[config.mk]
export PLATFORM = sky130hd
export DESIGN_NAME = mc_control_fsm_flat
export DESIGN_NICKNAME = d
export VERILOG_FILES = /design/src/rtl/mc_control_fsm_if.sv /design/src/rtl/mc_control_fsm.sv /design/src/flat_wrapper.sv
export SDC_FILE = /design/constraint.sdc
export NUM_CORES = 1
export LEC_CHECK = 0
export CELL_PAD_IN_SITES_DETAIL_PLACEMENT = 1
export CELL_PAD_IN_SITES_GLOBAL_PLACEMENT = 2
export CORE_MARGIN = 1.5
export CORE_UTILIZATION = 26
export CTS_CLUSTER_SIZE = 14
export DETAILED_ROUTE_END_ITERATION = 8
export PLACE_DENSITY_LB_ADDON = 0.08
export SLEW_MARGIN = 20
export SYNTH_ARGS = -nofsm -noshare
export SYNTH_HDL_FRONTEND = slang
export SYNTH_SLANG_ARGS = --single-unit
[constraint.sdc]
create_clock -name clk -period 3.4 [get_ports clk]
set_input_delay 0.68 -clock clk [delete_from_list [all_inputs] [get_ports clk]]
set_output_delay 0.68 -clock clk [all_outputs]
set_load 0.02 [all_outputs]
[src/rtl/mc_control_fsm_if.sv]
// Control bundle between the multicycle RV32I sequencer (master) and its datapath (slave).
interface mc_control_fsm_if #(
  parameter int CNT_W = 32
);
  logic [6:0]       op;
  logic [2:0]       funct3;
  logic             funct7b5;
  logic [3:0]       Flags;
  logic [2:0]       ImmSrc;
  logic [1:0]       ALUSrcA;
  logic [1:0]       ALUSrcB;
  logic [1:0]       ResultSrc;
  logic             AdrSrc;
  logic             IRWrite;
  logic             PCWrite;
  logic             RegWrite;
  logic             MemWrite;
  logic [3:0]       alucontrol;
  logic             LoadType;
  logic             StoreType;
  logic             PCTargetSrc;
  logic [CNT_W-1:0] instret;
  logic             illegal;

  modport master (
    input  op, funct3, funct7b5, Flags,
    output ImmSrc, ALUSrcA, ALUSrcB, ResultSrc, AdrSrc, IRWrite, PCWrite, RegWrite,
           MemWrite, alucontrol, LoadType, StoreType, PCTargetSrc, instret, illegal
  );

  modport slave (
    output op, funct3, funct7b5, Flags,
    input  ImmSrc, ALUSrcA, ALUSrcB, ResultSrc, AdrSrc, IRWrite, PCWrite, RegWrite,
           MemWrite, alucontrol, LoadType, StoreType, PCTargetSrc, instret, illegal
  );
endinterface

[src/rtl/mc_control_fsm.sv]
// Multicycle RV32I main sequencer: one state per cycle (branch 3, load/jalr 5, others 4) plus instret.
// CTRL_ILLEGAL_TRAP_EN: unknown opcodes park the FSM in HALT with a sticky illegal flag; else they retire as NOPs.
module mc_control_fsm #(
  parameter int CNT_W = 32
) (
  input  logic              clk,
  input  logic              rst_n,
  mc_control_fsm_if.master  ctrl_if
);

  typedef enum logic [4:0] {
    S_FETCH, S_DECODE, S_MEMADR, S_MEMREAD, S_MEMWB, S_MEMWRITE, S_EXECR, S_EXECI,
    S_ALUWB, S_BRANCH, S_JAL, S_JALR, S_JALR_PC, S_LUI, S_AUIPC, S_HALT
  } state_t;

  localparam logic [6:0] OP_LOAD  = 7'h03;
  localparam logic [6:0] OP_STORE = 7'h23;
  localparam logic [6:0] OP_R     = 7'h33;
  localparam logic [6:0] OP_I     = 7'h13;
  localparam logic [6:0] OP_BR    = 7'h63;
  localparam logic [6:0] OP_JAL   = 7'h6F;
  localparam logic [6:0] OP_JALR  = 7'h67;
  localparam logic [6:0] OP_LUI   = 7'h37;
  localparam logic [6:0] OP_AUIPC = 7'h17;

  localparam logic [3:0] ALU_ADD  = 4'd0;
  localparam logic [3:0] ALU_SUB  = 4'd1;
  localparam logic [3:0] ALU_AND  = 4'd2;
  localparam logic [3:0] ALU_OR   = 4'd3;
  localparam logic [3:0] ALU_XOR  = 4'd4;
  localparam logic [3:0] ALU_SLT  = 4'd5;
  localparam logic [3:0] ALU_SLTU = 4'd6;
  localparam logic [3:0] ALU_SLL  = 4'd7;
  localparam logic [3:0] ALU_SRL  = 4'd8;
  localparam logic [3:0] ALU_SRA  = 4'd9;

  state_t           r_state;
  state_t           w_next;
  logic [CNT_W-1:0] r_instret;
  logic [2:0]       w_imm;
  logic [1:0]       w_srca, w_srcb, w_res;
  logic             w_adr, w_irw, w_pcw, w_rw, w_mw, w_lt, w_st, w_pct;
  logic [3:0]       w_alu;
  logic             w_taken;

  // allow_sub separates R-type (funct7b5 selects sub) from I-type (addi never subtracts).
  function automatic logic [3:0] alu_dec(input logic [2:0] f3, input logic f7b5,
                                         input logic allow_sub);
    case (f3)
      3'b000:  alu_dec = (allow_sub && f7b5) ? ALU_SUB : ALU_ADD;
      3'b001:  alu_dec = ALU_SLL;
      3'b010:  alu_dec = ALU_SLT;
      3'b011:  alu_dec = ALU_SLTU;
      3'b100:  alu_dec = ALU_XOR;
      3'b101:  alu_dec = f7b5 ? ALU_SRA : ALU_SRL;
      3'b110:  alu_dec = ALU_OR;
      default: alu_dec = ALU_AND;
    endcase
  endfunction

  // Flags = {N,Z,C,V}; C set means no borrow, so unsigned less-than is !C.
  always_comb begin
    case (ctrl_if.funct3)
      3'b000:  w_taken = ctrl_if.Flags[2];
      3'b001:  w_taken = !ctrl_if.Flags[2];
      3'b100:  w_taken = ctrl_if.Flags[3] ^ ctrl_if.Flags[0];
      3'b101:  w_taken = !(ctrl_if.Flags[3] ^ ctrl_if.Flags[0]);
      3'b110:  w_taken = !ctrl_if.Flags[1];
      3'b111:  w_taken = ctrl_if.Flags[1];
      default: w_taken = 1'b0;
    endcase
  end

  always_ff @(posedge clk) begin
    if (rst_n) begin
      r_state   <= S_FETCH;
      r_instret <= '0;
    end else begin
      r_state <= w_next;
      if (r_state != S_FETCH && w_next == S_FETCH) begin
        r_instret <= r_instret + CNT_W'(1);
      end
    end
  end

  always_comb begin
    w_next = r_state;
    case (ctrl_if.op)
      OP_LOAD, OP_I, OP_JALR: w_imm = 3'b000;
      OP_STORE:               w_imm = 3'b001;
      OP_BR:                  w_imm = 3'b010;
      OP_JAL:                 w_imm = 3'b011;
      OP_LUI, OP_AUIPC:       w_imm = 3'b100;
      default:                w_imm = 3'b000;
    endcase
    w_srca = 2'b00;
    w_srcb = 2'b00;
    w_res  = 2'b00;
    w_adr  = 1'b0;
    w_irw  = 1'b0;
    w_pcw  = 1'b0;
    w_rw   = 1'b0;
    w_mw   = 1'b0;
    w_alu  = ALU_ADD;
    w_lt   = 1'b0;
    w_st   = 1'b0;
    w_pct  = 1'b0;
    // Outputs stay at defaults while reset is asserted so an abandoned instruction writes nothing.
    if (!rst_n) begin
      case (r_state)
        S_FETCH: begin
          w_irw = 1'b1; w_pcw = 1'b1; w_srcb = 2'b10; w_res = 2'b10;
          w_next = S_DECODE;
        end
        S_DECODE: begin
          w_srca = 2'b01; w_srcb = 2'b01;
          case (ctrl_if.op)
            OP_LOAD, OP_STORE: w_next = S_MEMADR;
            OP_R:              w_next = S_EXECR;
            OP_I:              w_next = S_EXECI;
            OP_BR:             w_next = S_BRANCH;
            OP_JAL:            w_next = S_JAL;
            OP_JALR:           w_next = S_JALR;
            OP_LUI:            w_next = S_LUI;
            OP_AUIPC:          w_next = S_AUIPC;
`ifdef CTRL_ILLEGAL_TRAP_EN
            default:           w_next = S_HALT;
`else
            default:           w_next = S_FETCH;
`endif
          endcase
        end
        S_MEMADR: begin
          w_srca = 2'b10; w_srcb = 2'b01;
          w_next = (ctrl_if.op == OP_LOAD) ? S_MEMREAD : S_MEMWRITE;
        end
        S_MEMREAD: begin
          w_adr = 1'b1; w_lt = (ctrl_if.funct3 != 3'b010);
          w_next = S_MEMWB;
        end
        S_MEMWB: begin
          w_res = 2'b01; w_rw = 1'b1; w_lt = (ctrl_if.funct3 != 3'b010);
          w_next = S_FETCH;
        end
        S_MEMWRITE: begin
          w_adr = 1'b1; w_mw = 1'b1; w_st = (ctrl_if.funct3 != 3'b010);
          w_next = S_FETCH;
        end
        S_EXECR: begin
          w_srca = 2'b10;
          w_alu  = alu_dec(ctrl_if.funct3, ctrl_if.funct7b5, 1'b1);
          w_next = S_ALUWB;
        end
        S_EXECI: begin
          w_srca = 2'b10; w_srcb = 2'b01;
          w_alu  = alu_dec(ctrl_if.funct3, ctrl_if.funct7b5, 1'b0);
          w_next = S_ALUWB;
        end
        S_ALUWB: begin
          w_rw = 1'b1;
          w_next = S_FETCH;
        end
        S_BRANCH: begin
          w_srca = 2'b10; w_alu = ALU_SUB; w_pcw = w_taken;
          w_next = S_FETCH;
        end
        // PC takes the target held in ALUOut while the ALU forms the link value OldPC+4.
        S_JAL: begin
          w_srca = 2'b01; w_srcb = 2'b10; w_pcw = 1'b1;
          w_next = S_ALUWB;
        end
        S_JALR: begin
          w_srca = 2'b10; w_srcb = 2'b01; w_pct = 1'b1;
          w_next = S_JALR_PC;
        end
        S_JALR_PC: begin
          w_srca = 2'b01; w_srcb = 2'b10; w_pcw = 1'b1;
          w_next = S_ALUWB;
        end
        S_LUI: begin
          w_srca = 2'b10; w_srcb = 2'b01;
          w_next = S_ALUWB;
        end
        S_AUIPC: begin
          w_srca = 2'b01; w_srcb = 2'b01;
          w_next = S_ALUWB;
        end
        S_HALT:  w_next = S_HALT;
        default: w_next = S_FETCH;
      endcase
    end
  end

`ifdef CTRL_ILLEGAL_TRAP_EN
  logic r_illegal;
  always_ff @(posedge clk) begin
    if (rst_n) begin
      r_illegal <= 1'b0;
    end else if (w_next == S_HALT) begin
      r_illegal <= 1'b1;
    end
  end
  assign ctrl_if.illegal = r_illegal;
`else
  assign ctrl_if.illegal = 1'b0;
`endif

  assign ctrl_if.ImmSrc      = w_imm;
  assign ctrl_if.ALUSrcA     = w_srca;
  assign ctrl_if.ALUSrcB     = w_srcb;
  assign ctrl_if.ResultSrc   = w_res;
  assign ctrl_if.AdrSrc      = w_adr;
  assign ctrl_if.IRWrite     = w_irw;
  assign ctrl_if.PCWrite     = w_pcw;
  assign ctrl_if.RegWrite    = w_rw;
  assign ctrl_if.MemWrite    = w_mw;
  assign ctrl_if.alucontrol  = w_alu;
  assign ctrl_if.LoadType    = w_lt;
  assign ctrl_if.StoreType   = w_st;
  assign ctrl_if.PCTargetSrc = w_pct;
  assign ctrl_if.instret     = r_instret;

endmodule

[src/flat_wrapper.sv]
// flat-port wrapper written by rule: the top's interface ports become plain ports
module mc_control_fsm_flat 
#(
  parameter int CNT_W = 32
)
  (clk, rst_n, ctrl_if_op, ctrl_if_funct3, ctrl_if_funct7b5, ctrl_if_Flags, ctrl_if_ImmSrc, ctrl_if_ALUSrcA, ctrl_if_ALUSrcB, ctrl_if_ResultSrc, ctrl_if_AdrSrc, ctrl_if_IRWrite, ctrl_if_PCWrite, ctrl_if_RegWrite, ctrl_if_MemWrite, ctrl_if_alucontrol, ctrl_if_LoadType, ctrl_if_StoreType, ctrl_if_PCTargetSrc, ctrl_if_instret, ctrl_if_illegal);
  mc_control_fsm_if #(.CNT_W(CNT_W)) ctrl_if_i ();
  input  logic clk;
  input  logic rst_n;
  input wire logic [$bits(ctrl_if_i.op)-1:0] ctrl_if_op;
  input wire logic [$bits(ctrl_if_i.funct3)-1:0] ctrl_if_funct3;
  input wire logic [$bits(ctrl_if_i.funct7b5)-1:0] ctrl_if_funct7b5;
  input wire logic [$bits(ctrl_if_i.Flags)-1:0] ctrl_if_Flags;
  output wire logic [$bits(ctrl_if_i.ImmSrc)-1:0] ctrl_if_ImmSrc;
  output wire logic [$bits(ctrl_if_i.ALUSrcA)-1:0] ctrl_if_ALUSrcA;
  output wire logic [$bits(ctrl_if_i.ALUSrcB)-1:0] ctrl_if_ALUSrcB;
  output wire logic [$bits(ctrl_if_i.ResultSrc)-1:0] ctrl_if_ResultSrc;
  output wire logic [$bits(ctrl_if_i.AdrSrc)-1:0] ctrl_if_AdrSrc;
  output wire logic [$bits(ctrl_if_i.IRWrite)-1:0] ctrl_if_IRWrite;
  output wire logic [$bits(ctrl_if_i.PCWrite)-1:0] ctrl_if_PCWrite;
  output wire logic [$bits(ctrl_if_i.RegWrite)-1:0] ctrl_if_RegWrite;
  output wire logic [$bits(ctrl_if_i.MemWrite)-1:0] ctrl_if_MemWrite;
  output wire logic [$bits(ctrl_if_i.alucontrol)-1:0] ctrl_if_alucontrol;
  output wire logic [$bits(ctrl_if_i.LoadType)-1:0] ctrl_if_LoadType;
  output wire logic [$bits(ctrl_if_i.StoreType)-1:0] ctrl_if_StoreType;
  output wire logic [$bits(ctrl_if_i.PCTargetSrc)-1:0] ctrl_if_PCTargetSrc;
  output wire logic [$bits(ctrl_if_i.instret)-1:0] ctrl_if_instret;
  output wire logic [$bits(ctrl_if_i.illegal)-1:0] ctrl_if_illegal;
  assign ctrl_if_i.op = ctrl_if_op;
  assign ctrl_if_i.funct3 = ctrl_if_funct3;
  assign ctrl_if_i.funct7b5 = ctrl_if_funct7b5;
  assign ctrl_if_i.Flags = ctrl_if_Flags;
  assign ctrl_if_ImmSrc = ctrl_if_i.ImmSrc;
  assign ctrl_if_ALUSrcA = ctrl_if_i.ALUSrcA;
  assign ctrl_if_ALUSrcB = ctrl_if_i.ALUSrcB;
  assign ctrl_if_ResultSrc = ctrl_if_i.ResultSrc;
  assign ctrl_if_AdrSrc = ctrl_if_i.AdrSrc;
  assign ctrl_if_IRWrite = ctrl_if_i.IRWrite;
  assign ctrl_if_PCWrite = ctrl_if_i.PCWrite;
  assign ctrl_if_RegWrite = ctrl_if_i.RegWrite;
  assign ctrl_if_MemWrite = ctrl_if_i.MemWrite;
  assign ctrl_if_alucontrol = ctrl_if_i.alucontrol;
  assign ctrl_if_LoadType = ctrl_if_i.LoadType;
  assign ctrl_if_StoreType = ctrl_if_i.StoreType;
  assign ctrl_if_PCTargetSrc = ctrl_if_i.PCTargetSrc;
  assign ctrl_if_instret = ctrl_if_i.instret;
  assign ctrl_if_illegal = ctrl_if_i.illegal;
  mc_control_fsm #(.CNT_W(CNT_W)) u_core (.clk(clk), .rst_n(rst_n), .ctrl_if(ctrl_if_i));
endmodule
==> results.txt, run 1 <==
- The endpoint identified for the worst register-to-register timing path is u_core.ctrl_if.instret[7].
- Routed signal wires occupy layers up through met4.
- For this run the aggregate overflow at the end of global routing stands at 0.
- Of the total power, the share spent switching nets is 0.2641.
- Reported leakage power: 1.157 nW
* Via count of the first global-routing pass: 2503
- Part of the Yosys area used for sequential elements: 0.3109
* Largest vdd supply drop: 136.0 uV
- Slack of the worst reg-to-reg path: 570 ps
- Wire length of the first global-routing pass: 12280 um
* Detailed Route WL: 7134 um
* Antenna-violating nets left: 0
* Cell internal pwr: 0.6471 mW
- Critical path type: input pin to primary output
* CP Max Fanout: 6
- Port Buffer Count: 69
- Total clock buffers created by CTS: 5
- Clk Latency, worst-skew pair: 280 ps
- After synthesis the netlist holds a flip-flop and latch count of 37.
* Post-Synthesis Cells: 313
- Final-layout fill cell count: 1083
- In this run the power spent charging and discharging nets is 0.2322 mW.
- After legalization and detailed placement, the total HPWL measured 5322 um.
* Final setup skew: 3.043 ps
- Of the post-synthesis cell area, the dominant cell type holds 0.3109.
- Cell accounting for the most synthesized area: sky130_fd_sc_hd__dfxtp_1
- In the synthesized netlist the async set-or-reset flop fraction comes to 0.
- In the final layout, the share of cells above drive strength 1 is 0.09719.
- Gr usage total: 0.1522
- CTS H-tree lvls: 2
* Post-cts gate resize count: 3
- Max-cap violations: 0
* DR WL met3: 272 um
* Slew Limit Fails: 0
- The path class of the tightest hold or removal check is register to register.
* Data required time at the worst endpoint: 2720 ps
- Setup repair after global routing left no endpoint under its margin.
- Hold_sp: u_core.ctrl_if.instret[21]
- Top FF cell, synth: sky130_fd_sc_hd__dfxtp_1
* Finished Core Util: 0.3816
* Detail-routed via count per cell: 4.982
- Hold EP: u_core.ctrl_if.instret[21]
- Syn-to-layout area delta: 41.07%
- The mapped netlist covers 2382 um2.
- Status: complete, but fails checks
- The number of endpoints with negative hold slack in the final report came to 0.
- Of the total power, combinational logic draws 0.153.
- STA puts the critical path data arrival time at 2580 ps.
- The worst hold path passes through 2 cells.
* Post-route DRC: 8
* Clock Path Buffers: 2
- Die outline area: 9746 um2
- Root Driver: sky130_fd_sc_hd__clkbuf_8
* Sequential Power Share: 0.504
* Clock tree from TritonCTS: built
- Critical Path Sink Type: primary output
- CTS sink count: 37
- Entering global routing, the biggest net connects 35 pins.
- The library cell used most frequently in the layout, excluding fill and tap cells, is sky130_fd_sc_hd__clkdlybuf4s50_1.
- The congestion estimate from routability-driven global placement came to 0.7487.
* Number of cells in the design after placement: 491
* Final net count: 408
- Routed via count: 2486
* Slew at the pin closest to its max-slew limit: 716.9 ps
- The library cells used most frequently in the layout, excluding fill and tap cells, are sky130_fd_sc_hd__clkdlybuf4s50_1, sky130_fd_sc_hd__nor2_1, sky130_fd_sc_hd__dfxtp_1.
- Distinct cell type count after synthesis: 55
- Top area cells in the synthesized netlist: sky130_fd_sc_hd__dfxtp_1, sky130_fd_sc_hd__xnor2_1, sky130_fd_sc_hd__nor2_1
- Initial antenna violation count: 0
* FMAX: 0.3069 GHz
* YS warnings: 0
- After detailed routing, the met2 layer carries 3306 um of wire.
- Pwr dens: 261.6 nW/um2
- Router iterations before antenna repair: 9
- Of the available clock period, the critical path in the final layout requires 0.9585.
* CP Launch Type: input pin
* Normalized max-slew margin: 0.5176
- Layout Cells excl Fill: 499
- Number of I/O pins: 71
* Hold Buf Count CTS: 0
- Met1 Routed Length: 3490 um
* Ant diodes: 0
- Setup violations remaining at the end of the flow were counted as 0.
* Failing checks: DRC
- Aggregate negative setup slack: 0 ps
* Count of flip-flops with a built-in enable after synthesis: 0
* Clock transition at the registers of the reported paths: 70 ps
- A synthesized cell averages 7.611 um2.
- Clock Power Share: 0.342
* Launching point of the worst reg2reg path: u_core.r_state[3]
- The floorplan has 34 rows.
- For the finished layout, the period the worst path requires is 3259 ps.
* Average wire per standard cell: 14.30 um
- The die is 98.72 um tall.
- The region available for standard cell placement spans 8806 um2.
- The die is 98.72 um wide.
- The detailed router finished its first iteration with 88 violations.
- For the worst flop-to-flop path, the logic depth is 8.
- On the final layout, the worst hold slack is 508.3 ps.
- In this run the post-CTS setup repair buffer count came out at 0.
- Starting Density: 0.2705
-- routing by layer --
metal	vias up	global-route usage
met5	-	0
met4	0	0.03626
met3	5	0.02766
met2	42	0.2527
met1	1175	0.2056
li1	1264	-
-- area by class of cell --
class                      instances  area, um2  share of cell area
clock buffer                       8      80.08             0.02383
inverter                          14      52.55             0.01564
multi-input combinational        242       1485              0.4419
sequential                        37      740.7              0.2204
tap                              108      135.1             0.04021
timing repair buffer              90      867.1              0.2580
-- Yosys cell counts, drive strengths merged (8+ instances only) --
master,number
nand2,16
a21oi,26
inv,14
nor4,8
clkbuf,13
dfxtp,37
o21ai,16
buf,8
xnor2,20
nor2,46
nor3,13
or3,15
nand4,10
-- power by group through the flow --
stage / logic, mW / registers (mW) / clock network, mW
floorplan: 0.0712 / 0.456 / 0
global placement: 0.136 / 0.454 / 0
detailed placement: 0.138 / 0.454 / 0
CTS: 0.138 / 0.443 / 0.317
global route: 0.150 / 0.444 / 0.331
finish: 0.135 / 0.443 / 0.301
-- worst max-delay path: stages --
cell and delay [ps]:
sky130_fd_sc_hd__clkdlybuf4s50_1 470, sky130_fd_sc_hd__or2_2 380, sky130_fd_sc_hd__or2_2 330, sky130_fd_sc_hd__nor2_1 110, sky130_fd_sc_hd__clkdlybuf4s50_1 610
-- flip-flops by register name, indices dropped and copies added (netlist names) --
| name | cells |
|---|---|
| u_core.r_state | 5 |
| u_core.ctrl_if.instret | 32 |
-- worst max-delay path by stage --
stage	slack [ps]	cells past startpoint	end	startpoint
floorplan	360	8	u_core.ctrl_if.instret[31]	ctrl_if_op[2]
global placement	-20	5	ctrl_if_LoadType	rst_n
detailed placement	-50	9	u_core.ctrl_if.instret[19]	ctrl_if_op[2]
CTS	30	6	ctrl_if_alucontrol[0]	rst_n
global route	20	6	ctrl_if_alucontrol[2]	rst_n
finish	140	5	ctrl_if_MemWrite	rst_n
-- metrics by stage --
step	total power, mW	instance area, um2	setup WS (ps)
detailed placement	0.5915	3274	-45.95
CTS	0.8978	3351	26.49
global route	0.9251	3361	21.81
global placement	0.5898	3274	-16.71
finish	0.8793	3361	141.1
floorplan	0.5267	2386	359.4
-- cells by family (layout without fill, tap and decap cells) --
| logic type | after synthesis | after routing | share of synthesized area |
|---|---|---|---|
| DFF | 37 | 37 | 0.3109 |
| muxes | 3 | 3 | 0.01313 |
| adders and majority gates | 1 | 1 | 0.005251 |
| xor gates and xnor gates | 25 | 25 | 0.09191 |
| AOI/OAI and AO/OA | 64 | 64 | 0.1744 |
| and+or+nand+nor | 147 | 147 | 0.3356 |
| buffers and inverters | 35 | 112 | 0.06723 |
| other | 1 | 2 | 0.001574 |
(Power assumes the default switching activity.)
==> run 2, diff against run 1 <==
CAP_MARGIN = 20   (was not set)
SETUP_SLACK_MARGIN = 0.05   (was not set)
==> run 2 against run 1 <==
Net effect: the flow still finishes with violations (DRC); utilization shrank 0.10 points; final cell count unchanged; routed wire length is essentially flat; critical path depth unchanged; via count unchanged; non-clock buffer count unchanged; count of clock-buffer cells in the layout did not move; fmax barely moved; power about the same; design area down 0.26%; clock power barely moved; sequential power about the same; critical path type unchanged.
==> results.txt, run 2 (synthesis gave the netlist of run 1 again) <==
- Root Driver: sky130_fd_sc_hd__clkbuf_8
- Final net count: 408 (unchanged)
- Final setup violation count: 0 (unchanged)
- The data arrival at the endpoint of the critical path is 2580 ps (about the same).
* Final weighted congestion of routability-driven global placement: 0.7487 (unchanged)
* Normalized max-slew margin: 0.5176 (unchanged)
- Slew at the pin closest to its max-slew limit: 716.9 ps (unchanged)
- Leaving out fill and tap cells, the most frequent cells in the layout are sky130_fd_sc_hd__clkdlybuf4s50_1, sky130_fd_sc_hd__nor2_1, sky130_fd_sc_hd__dfxtp_1.
* Router iterations before antenna repair: 9 (unchanged)
- The final worst clock skew came to 2.948 ps (-0.09454 ps).
* Leading cell type in the layout, fill and taps excluded: sky130_fd_sc_hd__clkdlybuf4s50_1
- The run finished, with violations left.
- The flip-flop count of the largest register after layout is 32 (unchanged).
- Overall die height: 98.72 um (unchanged)
- The number of sinks handled by clock tree synthesis is 37 (unchanged).
* Slew Limit Fails: 0 (unchanged)
* Period Utilization, post-route: 0.9583 (about the same)
- The die outline width was 98.72 um (unchanged).
* Hold Buf Count CTS: 0 (unchanged)
* FMAX: 0.3069 GHz (about the same)
- Fraction of final layout cells sized beyond drive strength 1: 0.09719 (unchanged)
- The global-route met3 utilization was 0.02766 (unchanged).
- The total wire length after detailed routing is 7132 um (about the same).
* Data required time at the worst endpoint: 2720 ps (about the same)
* CP Launch Type: input pin
- Antenna-violating nets left: 0 (unchanged)
- The tightest min-delay check is of the register to register type.
- Failing checks: DRC
* Via count of the first global-routing pass: 2509 (+0.24%)
* Post-route DRC: 8 (unchanged)
* Wire length of the first global-routing pass: 12300 um (+0.11%)
* Clock transition at the registers of the reported paths: 70 ps (about the same)
- Ant diodes: 0 (unchanged)
- The minimum period implied by the final worst setup slack came to 3258 ps (-0.8170 ps).
- Global Route met1 Usage: 0.2056 (unchanged)
- met2 is the most crowded layer.
- CORE AREA: 8806 um2 (unchanged)
- Initial antenna violation count: 0 (unchanged)
- Gr usage total: 0.1524 (about the same)
- The detailed router's first-iteration violation count came to 88 (unchanged).
- The TritonCTS buffer count came to 5 (unchanged).
* Reg area: 740.7 um2 (unchanged)
- The total congestion overflow was 0 (unchanged).
* Critical Path Sink Type: primary output
- Hold violation total from the final report: 0 (unchanged)
- The routed length per instance was 14.29 um (about the same).
- The final core utilization was 0.3806 (-0.0009950).
* Detail-routed via count per cell: 4.982 (unchanged)
- Clock Path Buffers: 2 (unchanged)
- The leakage component of the power was 1.134 nW (-2.0%).
- The sum of net half-perimeters after detailed placement was 5322 um (unchanged).
- CTS H-tree lvls: 2 (unchanged)
- Pin count of the biggest net entering global routing: 35 (unchanged)
* GR Util met2: 0.2532 (+0.0005342)
* Combined area of the multi-input logic cells: 1485 um2 (unchanged)
* Worst slack at placement: -45.95 ps (unchanged)
* Clock tree from TritonCTS: built
- The routed via count was 2486 (unchanged).
- Setup repair after global routing left no endpoint under its margin.
* Die outline area: 9746 um2 (unchanged)
- Starting Density: 0.2705 (unchanged)
- Compared with the post-synthesis result, the final layout area differs by 40.70%.
- The worst hold slack after final layout was 508.3 ps (unchanged).
- The total power divided by cell area was 262.3 nW/um2 (+0.27%).
* Port Buffer Count: 69 (unchanged)
* Max-cap violations: 0 (unchanged)
- Slack of the critical path: 141.9 ps (+0.8170 ps)
- CP Max Fanout: 6 (unchanged)
- The total power was 0.8793 mW (about the same).
* Number of I/O pins: 71 (unchanged)
- Critical path type: input pin to primary output
* Number of placement rows: 34 (unchanged)
- The clock latency of the later-clocked register in the worst-skew pair is 280 ps (about the same).
- The maximum resistive drop on vdd is 136.0 uV (unchanged).
* Final-layout fill cell count: 1087 (+0.37%)
## run 2: worst max-delay path: stages
cell and delay [ps]:
sky130_fd_sc_hd__clkdlybuf4s50_1 470, sky130_fd_sc_hd__or2_2 380, sky130_fd_sc_hd__or2_2 330, sky130_fd_sc_hd__nor2_1 110, sky130_fd_sc_hd__clkdlybuf4s50_1 610
## run 2: report_power, final
part / switching, mW / leakage, nW / internal [mW]
combinational: 0.0714 / 0.795 / 0.0636
sequential: 0.00579 / 0.299 / 0.438
clock: 0.155 / 0.0395 / 0.146
total: 0.232 / 1.13 / 0.647
## run 2: path summary, 6_finish.rpt
kind	from	to	slack, ps	cells after the start
worst max-delay path	rst_n	ctrl_if_MemWrite	140	5
worst min-delay path	u_core.ctrl_if.instret[21]	u_core.ctrl_if.instret[21]	510	2
worst max register to register	u_core.r_state[3]	u_core.ctrl_if.instret[7]	570	8
worst min register to register	u_core.ctrl_if.instret[21]	u_core.ctrl_if.instret[21]	510	2
## run 2: layout make-up
cell class,instances,area share
inverter,14,0.01568
clock buffer,8,0.02389
timing repair buffer,90,0.2561
tap,108,0.04031
sequential,37,0.2210
multi-input combinational,242,0.4431
## run 2: metal layers
| metal | vias up | routed length, um |
|---|---|---|
| li1 | 1264 | - |
| met1 | 1175 | 3487 |
| met2 | 42 | 3308 |
| met3 | 5 | 271 |
| met4 | 0 | 64 |
| met5 | - | 0 |
## run 2: through the flow
step / cells / setup TNS (ps) / area, um2
final: 499 / 0 / 3352
after global routing: 499 / 0 / 3352
after floorplan: 314 / 0 / 2386
after global placement: 491 / -29.78 / 3274
after detailed placement: 491 / -282.6 / 3274
after CTS: 499 / 0 / 3347
## run 2: timing repair
| item | in CTS | in global routing |
|---|---|---|
| resized for setup | 6 | 2 |
| endpoints found under the setup margin | 6 | 2 |
| buffers inserted | 0 | 0 |
